File: src/rtl/intr_pkg.sv
// Shared encodings for the interrupt controller: FSM states, mask bit layout, vector ids.
package intr_pkg;

   typedef enum logic [1:0] {
      ST_IDLE    = 2'd0,
      ST_ISSUE   = 2'd1,
      ST_SERVICE = 2'd2
   } intr_state_t;

   localparam int EN1_BIT = 0;
   localparam int EN2_BIT = 1;
   localparam int GIE_BIT = 7;

   // Writable mask bits; everything else reads back as zero.
   localparam logic [7:0] MASK_BITS = 8'h83;

   localparam logic VEC1_ID = 1'b0;
   localparam logic VEC2_ID = 1'b1;

   localparam int HOLDOFF_W = 4;

endpackage

File: src/rtl/intr_controller_sync_edge.sv
// Per-line synchronizer chain followed by a rising-edge detector.
module irq_sync_edge #(
   parameter int SYNC_STAGES = 2
) (
   input  logic clk,
   input  logic reset,
   input  logic i_irq,
   output logic o_edge
);

   logic [SYNC_STAGES-1:0] r_sync;
   logic                   r_prev;

   always_ff @(posedge clk) begin
      if (!reset) begin
         r_sync <= '0;
         r_prev <= 1'b0;
      end else begin
         r_sync <= {r_sync[SYNC_STAGES-2:0], i_irq};
         r_prev <= r_sync[SYNC_STAGES-1];
      end
   end

   // Decoded from flops only, so the pulse is clean for one full cycle.
   assign o_edge = r_sync[SYNC_STAGES-1] & ~r_prev;

endmodule

File: src/rtl/intr_controller.sv
// Interrupt initiator: latches irq edges, masks, arbitrates (vec1 first) and issues one-cycle
// vector-select pulses, then waits for return-from-interrupt plus a holdoff before the next.
module intr_controller
   import intr_pkg::*;
#(
   parameter int SYNC_STAGES = 2,
   parameter int HOLDOFF     = 1
) (
   input  logic       clk,
   input  logic       reset,
   input  logic [1:0] irq,
   input  logic       mask_we,
   input  logic [7:0] mask_in,
   input  logic       int_ret,
   output logic       s_intr1,
   output logic       s_intr2,
   output logic       busy,
   output logic [1:0] pending,
   output logic [7:0] mask_q
);

   intr_state_t          r_state;
   logic [1:0]           r_pending;
   logic [7:0]           r_mask_q;
   logic [HOLDOFF_W-1:0] r_holdoff;
   logic                 r_s_intr1;
   logic                 r_s_intr2;

   logic [1:0] w_edge;
   logic [1:0] w_eligible;
   logic       w_dispatch;
   logic       w_win_id;
   logic [1:0] w_clear;

   for (genvar g = 0; g < 2; g++) begin : g_sync
      irq_sync_edge #(
         .SYNC_STAGES (SYNC_STAGES)
      ) u_sync (
         .clk    (clk),
         .reset  (reset),
         .i_irq  (irq[g]),
         .o_edge (w_edge[g])
      );
   end

   assign w_eligible = r_pending
                     & {r_mask_q[EN2_BIT], r_mask_q[EN1_BIT]}
                     & {2{r_mask_q[GIE_BIT]}};
   assign w_dispatch = (r_state == ST_IDLE) && (w_eligible != 2'b00) && (r_holdoff == '0);
   assign w_win_id   = w_eligible[0] ? VEC1_ID : VEC2_ID;
   assign w_clear    = !w_dispatch ? 2'b00 : ((w_win_id == VEC1_ID) ? 2'b01 : 2'b10);

   always_ff @(posedge clk) begin
      if (!reset) begin
         r_mask_q <= '0;
      end else if (mask_we) begin
         r_mask_q <= mask_in & MASK_BITS;
      end
   end

   // A fresh edge wins over the dispatch clear in the same cycle.
   always_ff @(posedge clk) begin
      if (!reset) begin
         r_pending <= '0;
      end else begin
         r_pending <= (r_pending & ~w_clear) | w_edge;
      end
   end

   always_ff @(posedge clk) begin
      if (!reset) begin
         r_state   <= ST_IDLE;
         r_holdoff <= '0;
         r_s_intr1 <= 1'b0;
         r_s_intr2 <= 1'b0;
      end else begin
         r_s_intr1 <= 1'b0;
         r_s_intr2 <= 1'b0;
         case (r_state)
            ST_IDLE: begin
               if (w_dispatch) begin
                  r_state   <= ST_ISSUE;
                  r_s_intr1 <= (w_win_id == VEC1_ID);
                  r_s_intr2 <= (w_win_id == VEC2_ID);
               end else if (r_holdoff != '0) begin
                  r_holdoff <= r_holdoff - 1'b1;
               end
            end
            ST_ISSUE: begin
               r_state <= ST_SERVICE;
            end
            ST_SERVICE: begin
               if (int_ret) begin
                  r_state   <= ST_IDLE;
                  r_holdoff <= HOLDOFF_W'(HOLDOFF);
               end
            end
            default: begin
               r_state <= ST_IDLE;
            end
         endcase
      end
   end

   assign s_intr1 = r_s_intr1;
   assign s_intr2 = r_s_intr2;
   assign busy    = (r_state != ST_IDLE);
   assign pending = r_pending;
   assign mask_q  = r_mask_q;

endmodule

File: config.mk
export PLATFORM = sky130hd
export DESIGN_NAME = intr_controller
export DESIGN_NICKNAME = d
export VERILOG_FILES = /design/src/rtl/intr_pkg.sv /design/src/rtl/intr_controller_sync_edge.sv /design/src/rtl/intr_controller.sv
export SDC_FILE = /design/constraint.sdc
export NUM_CORES = 1
export LEC_CHECK = 0
export CORE_UTILIZATION = 39
export CTS_BUF_LIST = sky130_fd_sc_hd__clkbuf_16
export DETAILED_ROUTE_END_ITERATION = 12
export GPL_TIMING_DRIVEN = 0
export PLACE_DENSITY_LB_ADDON = 0.05
export SETUP_SLACK_MARGIN = 0.15
export SLEW_MARGIN = 20
export SYNTH_ARGS = -nofsm -noshare
export SYNTH_HDL_FRONTEND = slang
export SYNTH_HIERARCHICAL = 1
export SYNTH_SLANG_ARGS = --single-unit
File: constraint.sdc
create_clock -name clk -period 1.5 [get_ports clk]
set_clock_uncertainty 0.15 [all_clocks]
set_input_delay 0.3 -clock clk [delete_from_list [all_inputs] [get_ports clk]]
set_output_delay 0.3 -clock clk [all_outputs]
set_load 0.02 [all_outputs]
Yosys cells after proc, flatten, opt, wreduce, memory -nomap -nowiden
Cells that the tools add are included.
W data, S select, Z words.
{ "classes": {"add_sub_neg": 1, "multipliers": 0, "div_mod_pow": 0, "order_cmp": 0, "n_eq_ne": 6, "n_shift": 0, "n_mux": 10, "bitwise": 9, "reduce_logical": 11} }
{ "ops": {"columns": ["operator", "count"], "rows": [
  ["$mux W4", 3],
  ["$mux W2", 4],
  ["$pmux W4 S2", 1],
  ["$and A2 B2 Y2", 3],
  ["$ne A2 B2 Y1 const B", 3],
  ["$pmux W2 S3", 1],
  ["$reduce_bool A2 Y1", 3],
  ["$logic_not A4 Y1", 1],
  ["$reduce_and A4 Y1", 1],
  ["$reduce_bool A4 Y1", 1],
  ["$sub A4 B1 Y4 const B", 1],
  ["$reduce_and A3 Y1", 1],
  ["$and A1 B1 Y1", 2],
  ["$eq A2 B1 Y1 const B", 1],
  ["$eq A2 B2 Y1 const B", 1],
  ["$logic_and A1 B1 Y1", 2],
  ["$logic_not A2 Y1", 1],
  ["$ne A2 B1 Y1 const B", 1],
  ["$not A1 Y1", 2],
  ["$not A2 Y2", 1],
  ["$or A2 B2 Y2", 1],
  ["$reduce_and A2 Y1", 1],
  ["$mux W1", 1]
]} }
{ "word_totals": {"register_bits": 19, "latchBits": 0, "ram_bits": 0, "rom_bits": 0, "inputBits": 14, "output_inout_bits": 13, "elab_cells": 47, "memories": 0} }

Logic depth before layout (Yosys ltp)
Gate-level depths: netlist of run 1.
{ "logic_depth": {"ltp_word": 9, "depth_mapped": 5, "mapped_depth_nobuf": 5} }

Hierarchy
The synthesis of run 1 kept the hierarchy.
{ "by_module_without_submodules": {"columns": ["module", "n_inst", "cells_each", "area_each_um2", "seq_area_each_um2"], "rows": [
  ["intr_controller", 1, 70, 643.1, 260.2],
  ["irq_sync_edge", 2, 7, 92.6, 60.1]
]} }

Least setup slack after synthesis of run 1
Ideal clock, no wire load.
{ "synth_timing": {"path_type": "register to register", "start": "register r_holdoff[0]", "end": "register r_holdoff[1]", "setup_time_ns": 0.070, "t_arrival_ns": 1.261, "required_time_ns": 1.280, "slack_ns": 0.019, "stages_incl_launch_ff": 6, "n_path_buf": 0, "period_less_slack_ns": 1.481, "path_cell_list": "dfxtp_1 -> inv_1 -> ha_1 -> nor4b_2 -> or4_1 -> a21boi_1"} }
{ "synth_between": {"elab_chain_len": 4, "word_cells_on_any_way": 10, "cone_classes": "1 x add/sub; 2 x eq/ne; 3 x mux; 4 x reduce/logical"} }
{ "synth_rtl": {"columns": ["element", "line", "text"], "rows": [
  ["start: declaration", "intr_controller.sv:25", "logic [HOLDOFF_W-1:0] r_holdoff;"],
  ["start signal: assignment", "intr_controller.sv:86", "r_holdoff <= r_holdoff - 1'b1;"],
  ["start signal: assignment", "intr_controller.sv:95", "r_holdoff <= HOLDOFF_W'(HOLDOFF);"],
  ["$sub A4 B1 Y4 or $logic_not A4 Y1 (tied branches)", "intr_controller.sv:86, intr_controller.sv:49", null],
  ["$mux W4 or $logic_and A1 B1 Y1 (tied branches)", "intr_controller.sv:85, intr_controller.sv:49", null],
  ["$mux W4 or $ne A2 B2 Y1 (tied branches)", null, null],
  ["$pmux W4 S2 or $reduce_and A4 Y1 (tied branches)", null, null]
]} }
Parallel ways exist; a longest one is shown, timed or not. The select of a mux whose other input is x is not followed.
A chain may end at the register's enable or synchronous reset.

Worst setup path after layout of run 1
Same ends and word-level chain as after synthesis.

==> results of run 1 <==
## worst max-delay path, cell delays in order, from the launching register on
cell and delay (ns):
dfxtp_2 0.35, inv_2 0.06, ha_4 0.16, nor4b_4 0.13, or4_1 0.42, a21boi_1 0.14
## what timing repair did
item | 4_1_cts | 5_1_grt
gates cloned | 0 | 0
pin swaps | 3 | 10
gates resized for setup | 34 | 15
buffers inserted | 3 | 5
setup endpoints to repair | 19 | 11
## flip-flops by register name, indices dropped and copies added (netlist names)
signal,count
g_sync.u_sync/r_prev,2
pending,2
r_holdoff,4
r_state,2
g_sync.u_sync/r_sync,4
s_intr2,1
mask_q,3
s_intr1,1
## worst max-delay path by stage
stage	end	slack (ns)	depth (start not counted)
after detailed placement	r_holdoff[2]$_SDFFE_PN0P_	-0.45	4
after global routing	r_holdoff[1]$_SDFFE_PN0P_	-0.009	5
after CTS	busy	-0.06	3
final	r_holdoff[1]$_SDFFE_PN0P_	0.02	5
after floorplan	r_holdoff[1]$_SDFFE_PN0P_	0.09	5
after global placement	r_holdoff[2]$_SDFFE_PN0P_	-0.40	4
## layout make-up
cell class	instances	area (µm²)	share of cell area, %
buffer	6	45.04	3.579
clock buffer	3	75.07	5.964
clock inverter	1	3.754	0.2982
inverter	6	22.52	1.789
multi-input combinational	57	495.5	39.36
sequential	19	387.9	30.82
tap	27	33.78	2.684
timing repair buffer	24	195.2	15.51
## per-stage QoR
step / instance area (µm²) / std cells / total power, µW
2_1_floorplan: 853.3 / 88 / 890.9
3_3_place_gp: 1047 / 131 / 987.7
3_5_place_dp: 1047 / 131 / 996.2
4_1_cts: 1175 / 138 / 1620
5_1_grt: 1259 / 143 / 1930
6_report: 1259 / 143 / 1843
## layer usage
metal | global-route usage, % | share of wire [%] | wire, µm
met1 | 19.50 | 41 | 771
met2 | 27.30 | 55 | 1045
met3 | 3.396 | 3.7 | 71
met4 | 5.000 | 0.63 | 12
met5 | 0 | 0 | 0
## cells in the final DEF (no fill, tap or decap), types with 2 or more instances in the layout
master / Yosys / layout
dfxtp_1: 19 / 15
buf_4: 5 / 13
and2_1: 7 / 7
clkdlybuf4s50_1: 0 / 7
nor2b_1: 6 / 6
inv_1: 6 / 5
conb_1: 1 / 5
buf_2: 0 / 5
nand2_1: 4 / 4
mux2i_1: 4 / 4
clkbuf_16: 0 / 3
dfxtp_2: 0 / 3
inv_2: 0 / 2
o21ai_0: 2 / 2
nand4_1: 2 / 2
ha_4: 0 / 2
nor2b_4: 2 / 2
clkdlybuf4s15_1: 0 / 2
## power by group through the flow
stage | clock network [µW] | registers [µW] | logic [µW]
floorplan | 0 | 625 | 266
global placement | 0 | 627 | 361
detailed placement | 0 | 629 | 368
CTS | 533 | 621 | 466
global route | 555 | 632 | 743
finish | 522 | 629 | 692
## logic make-up (layout without fill, tap and decap cells)
group | count (synthesis) | after routing | synth area share (%)
AOI/OAI and AO/OA | 13 | 13 | 11.18
adders and majority gates | 2 | 2 | 3.021
buffers and inverters | 12 | 40 | 7.704
DFF | 19 | 19 | 45.92
muxes | 4 | 4 | 4.834
other | 1 | 5 | 0.4527
and+or+nand+nor | 33 | 33 | 26.89
==> flow_summary.json, run 1 <==
{
  "p_int_uw": 1316,
  "clk_pin_slew_worst_paths_ns": 0.05,
  "fmax_mhz": 676.2,
  "grt_max_degree": 11,
  "async_flop_share_pct": 0,
  "antennaDiodeCount": 0,
  "period_needed_ns": 1.479,
  "cts_sinks": 19,
  "clock_path_buffers": 2,
  "cp-startpoint": "r_holdoff[0]$_SDFFE_PN0P_",
  "initial_core_util_pct": 41.79,
  "crit_path_end_kind": "register",
  "htreeDepth": 1,
  "core_region_area_um2": 1982,
  "cts_tree": "done",
  "worstSetupPathType": "reg -> reg",
  "syn_to_final_growth_pct": 51.96,
  "antenna_found_initial": 0,
  "holdWs_ns": 0.2731,
  "synth_ff_type": "dfxtp_1",
  "syn_area_per_cell_um2": 9.861,
  "power.density_nw_per_um2": 1464,
  "cap_violations": 0,
  "r2r_start": "r_holdoff[0]$_SDFFE_PN0P_",
  "seq_power_share_pct": 34.1,
  "pre_cts_ws_ns": -0.4491,
  "drcViolationCount": 0,
  "ys_warn_count": 6,
  "p_sw_uw": 526.5,
  "die-area_um2": 2312,
  "drtIter0Drc": 15,
  "p_leak_uw": 0.0005478,
  "final_nets": 133,
  "cts_root_buf": "clkbuf_16",
  "first_pass_iters": 4,
  "fin_util_pct": 63.51,
  "via_count": 695,
  "postLayoutSetupSlackWorst_ns": 0.02116,
  "reg2reg_to": "r_holdoff[1]$_SDFFE_PN0P_",
  "min_path_cells": 1,
  "grt_usage_pct": 15.82,
  "grt_pass1_vias": 582,
  "yosysSeqAreaShare_pct": 45.92,
  "die_y_um": 48.09,
  "drt-total-wl_um": 1900,
  "drv_slew": 0,
  "grt_pass1_wl_um": 2463,
  "fin_setup_tns_ns": 0,
  "gp_congestion": 0.7844,
  "setup_viol": 0,
  "die_w_um": 48.09,
  "status": "completed",
  "fillers": 180,
  "rows": 16,
  "clk-insertion-delay-late_ns": 0.24,
  "port_buffers": 16,
  "synth.most_common_cell": "dfxtp_1",
  "hold_viol_final": 0,
  "synth_top_area_share_pct": 45.92,
  "io_pins": 27,
  "postSynthCellCount": 84,
  "synth_area_leader_cell": "dfxtp_1",
  "worstRegToRegCells": 5,
  "synth_cell_type_count": 33,
  "grt_overflow": 0,
  "vias_per_cell": 4.860,
  "drive_above_1_share_pct": 36.21,
  "min_to": "g_sync[0].u_sync/r_sync[1]$_SDFF_PN0_",
  "worst_setup_path_start_kind": "register",
  "cp_data_arrival_time_ns": 1.50,
  "vdd_drop_max_uv": 762.4,
  "synth_area_leaders": "dfxtp_1 46%, and2_1 5.3%, mux2i_1 4.8%",
  "netSwitchingFraction_pct": 28.57,
  "synth_area_um2": 828.3,
  "power.share.clock_pct": 28.3,
  "netlist_top_cells_count": "19 x dfxtp_1, 7 x and2_1, 6 x inv_1, 6 x nor2b_1, 5 x buf_4",
  "cts_made_buffers": 3,
  "hold_start": "g_sync[0].u_sync/r_sync[0]$_SDFF_PN0_",
  "cp.required_ns": 1.52,
  "wl_per_cell_um": 13.29,
  "cts-hold-fix-buffers": 0,
  "dp_hpwl_um": 1147,
  "fin_crit_sh_pct": 98.59,
  "synth_edf_count": 0,
  "ff2ff_setup_slack_ns": 0.02,
  "power_frac_comb_pct": 37.5,
  "ys_ff_latch": 19,
  "antenna_left": 0,
  "rsz0062_at_grt": "true",
  "crit_fanout": 3,
  "hp-class": "reg -> reg"
}
No activity file was read; power rests on OpenSTA's default activity.
==> inputs of run 2 (changes only) <==
--- a/config.mk
+++ b/config.mk
@@ -9,7 +9,7 @@
 export CTS_BUF_LIST = sky130_fd_sc_hd__clkbuf_16
 export DETAILED_ROUTE_END_ITERATION = 12
 export GPL_TIMING_DRIVEN = 0
-export PLACE_DENSITY_LB_ADDON = 0.05
+export PLACE_DENSITY = 0.75
 export SETUP_SLACK_MARGIN = 0.15
 export SLEW_MARGIN = 20
 export SYNTH_ARGS = -nofsm -noshare
==> run 2 against run 1 <==
  * Combinational power is 30% lower
  * Fmax increased by 3.9%
  * Total power down 11%
  * Die area unchanged
  * Critical endpoint unchanged
  * Non-clock buffer count down 4
  * Global-route usage is 1.2 points higher
==> flow_summary.json, run 2 (same netlist as run 1, synthesis figures left out) <==
{
  "cp_data_arrival_time_ns": 1.45,
  "min_to": "g_sync[1].u_sync/r_sync[1]$_SDFF_PN0_",
  "power.density_nw_per_um2": 1378,
  "drv_slew": 0,
  "clk_pin_slew_worst_paths_ns": 0.05,
  "gp_congestion": 0.7714,
  "rows": 16,
  "fin_setup_tns_ns": 0,
  "antenna_left": 0,
  "hold_viol_final": 0,
  "drcViolationCount": 0,
  "p_leak_uw": 0.0005152,
  "io_pins": 27,
  "grt_busiest_layer": "met2",
  "grt_pass1_vias": 564,
  "worst_setup_path_start_kind": "register",
  "cp_num_cells": 5,
  "htreeDepth": 1,
  "dp_hpwl_um": 1135,
  "die-area_um2": 2312,
  "first_pass_iters": 4,
  "grt_util_met3_pct": 4.906,
  "postLayoutSetupSlackWorst_ns": 0.07661,
  "slowest_stage": "or4_1",
  "cts-hold-fix-buffers": 0,
  "grt_max_degree": 12,
  "crit_fanout": 3,
  "vdd_drop_max_uv": 850.0,
  "syn_to_final_growth_pct": 43.96,
  "power.total_uw": 1643,
  "cts_made_buffers": 3,
  "path_cells": "inv_2 > ha_4 > nor4b_4 > or4_1 > a21boi_1",
  "cp.required_ns": 1.53,
  "worstRegToRegCells": 5,
  "cts_sinks": 19,
  "clk-insertion-delay-late_ns": 0.25,
  "final_nets": 129,
  "grt_usage_pct": 17.04,
  "pre_cts_ws_ns": -0.3916,
  "grt_pass1_wl_um": 2553,
  "crit_buf_inv": 1,
  "grt_util_met2_pct": 24.86,
  "slowest_delay_ns": 0.40,
  "cts_tree": "done",
  "status": "completed",
  "die_y_um": 48.09,
  "wl_per_cell_um": 11.98,
  "port_buffers": 16,
  "via_count": 663,
  "layout_common_cells": "15 x dfxtp_1, 9 x buf_4, 7 x and2_1, 7 x clkdlybuf4s50_1, 6 x nor2b_1",
  "crit_family": "simple AND/OR/NAND/NOR gates",
  "fin_crit_sh_pct": 94.89,
  "core_region_area_um2": 1982,
  "die_w_um": 48.09,
  "antennaDiodeCount": 0,
  "final_common_cell": "dfxtp_1",
  "worstSetupPathType": "reg -> reg",
  "r2r_start": "r_holdoff[1]$_SDFFE_PN0P_",
  "drt-total-wl_um": 1665,
  "crit_path_end_kind": "register",
  "grt_overflow": 0,
  "hold_start": "g_sync[1].u_sync/r_sync[0]$_SDFF_PN0_",
  "period_needed_ns": 1.423,
  "ff2ff_setup_slack_ns": 0.08,
  "drive_above_1_share_pct": 31.25,
  "reg2reg_to": "r_holdoff[1]$_SDFFE_PN0P_",
  "setup_viol": 0,
  "rsz0062_at_grt": "true",
  "fmax_mhz": 702.5,
  "vias_per_cell": 4.770,
  "initial_core_util_pct": 41.79,
  "min_path_cells": 1,
  "met1_usage_pct": 21.56,
  "drtIter0Drc": 8,
  "antenna_found_initial": 0,
  "hp-class": "reg -> reg",
  "cap_violations": 0,
  "clock_path_buffers": 2,
  "cts_root_buf": "clkbuf_16"
}
run 2: metrics by stage:
stage	cells	utilization, %	area (µm²)	hold WS [ns]
floorplan	88	-	853.3	0.2557
global placement	131	52.84	1047	0.2584
detailed placement	131	52.84	1047	0.2693
CTS	138	59.41	1177	0.2817
global route	139	60.16	1192	0.3045
finish	139	60.16	1192	0.2799
run 2: worst max path at each step:
stage                                    from                   endpoint  slack [ns]
finish              r_holdoff[1]$_SDFFE_PN0P_  r_holdoff[1]$_SDFFE_PN0P_        0.08
global route        r_holdoff[1]$_SDFFE_PN0P_  r_holdoff[1]$_SDFFE_PN0P_        0.04
CTS                   r_state[0]$_SDFFE_PN0P_                       busy       -0.05
detailed placement                      reset  r_holdoff[2]$_SDFFE_PN0P_       -0.39
global placement                        reset  r_holdoff[2]$_SDFFE_PN0P_       -0.37
floorplan           r_holdoff[0]$_SDFFE_PN0P_  r_holdoff[1]$_SDFFE_PN0P_        0.09
run 2: timing repair:
action | 4_1_cts | 5_1_grt
resized for setup | 32 | 12
endpoints found under the setup margin | 20 | 14
buffers inserted | 3 | 1
pin swaps | 5 | 5
run 2: cell type report:
cell class	count	area, µm²
Tap cell	27	33.78
Buffer	6	45.04
Inverter	6	22.52
Timing Repair Buffer	20	166.4
Sequential cell	19	387.9
Fill cell	150	789.5
Clock buffer	3	75.07
Clock inverter	1	5.005
Multi-Input combinational cell	57	456.7
run 2: routing by layer:
layer | part of all wire, % | up-vias
met1 | 46 | 303
met2 | 48 | 17
li1 | - | 336
met4 | 3.2 | 0
met3 | 3.2 | 7
met5 | 0 | -
run 2: where the power goes:
part           internal, µW  switching, µW  total (µW)
logic                   278            202         481
registers               562           63.9         626
clock network           357            180         537
total                  1200            446        1640
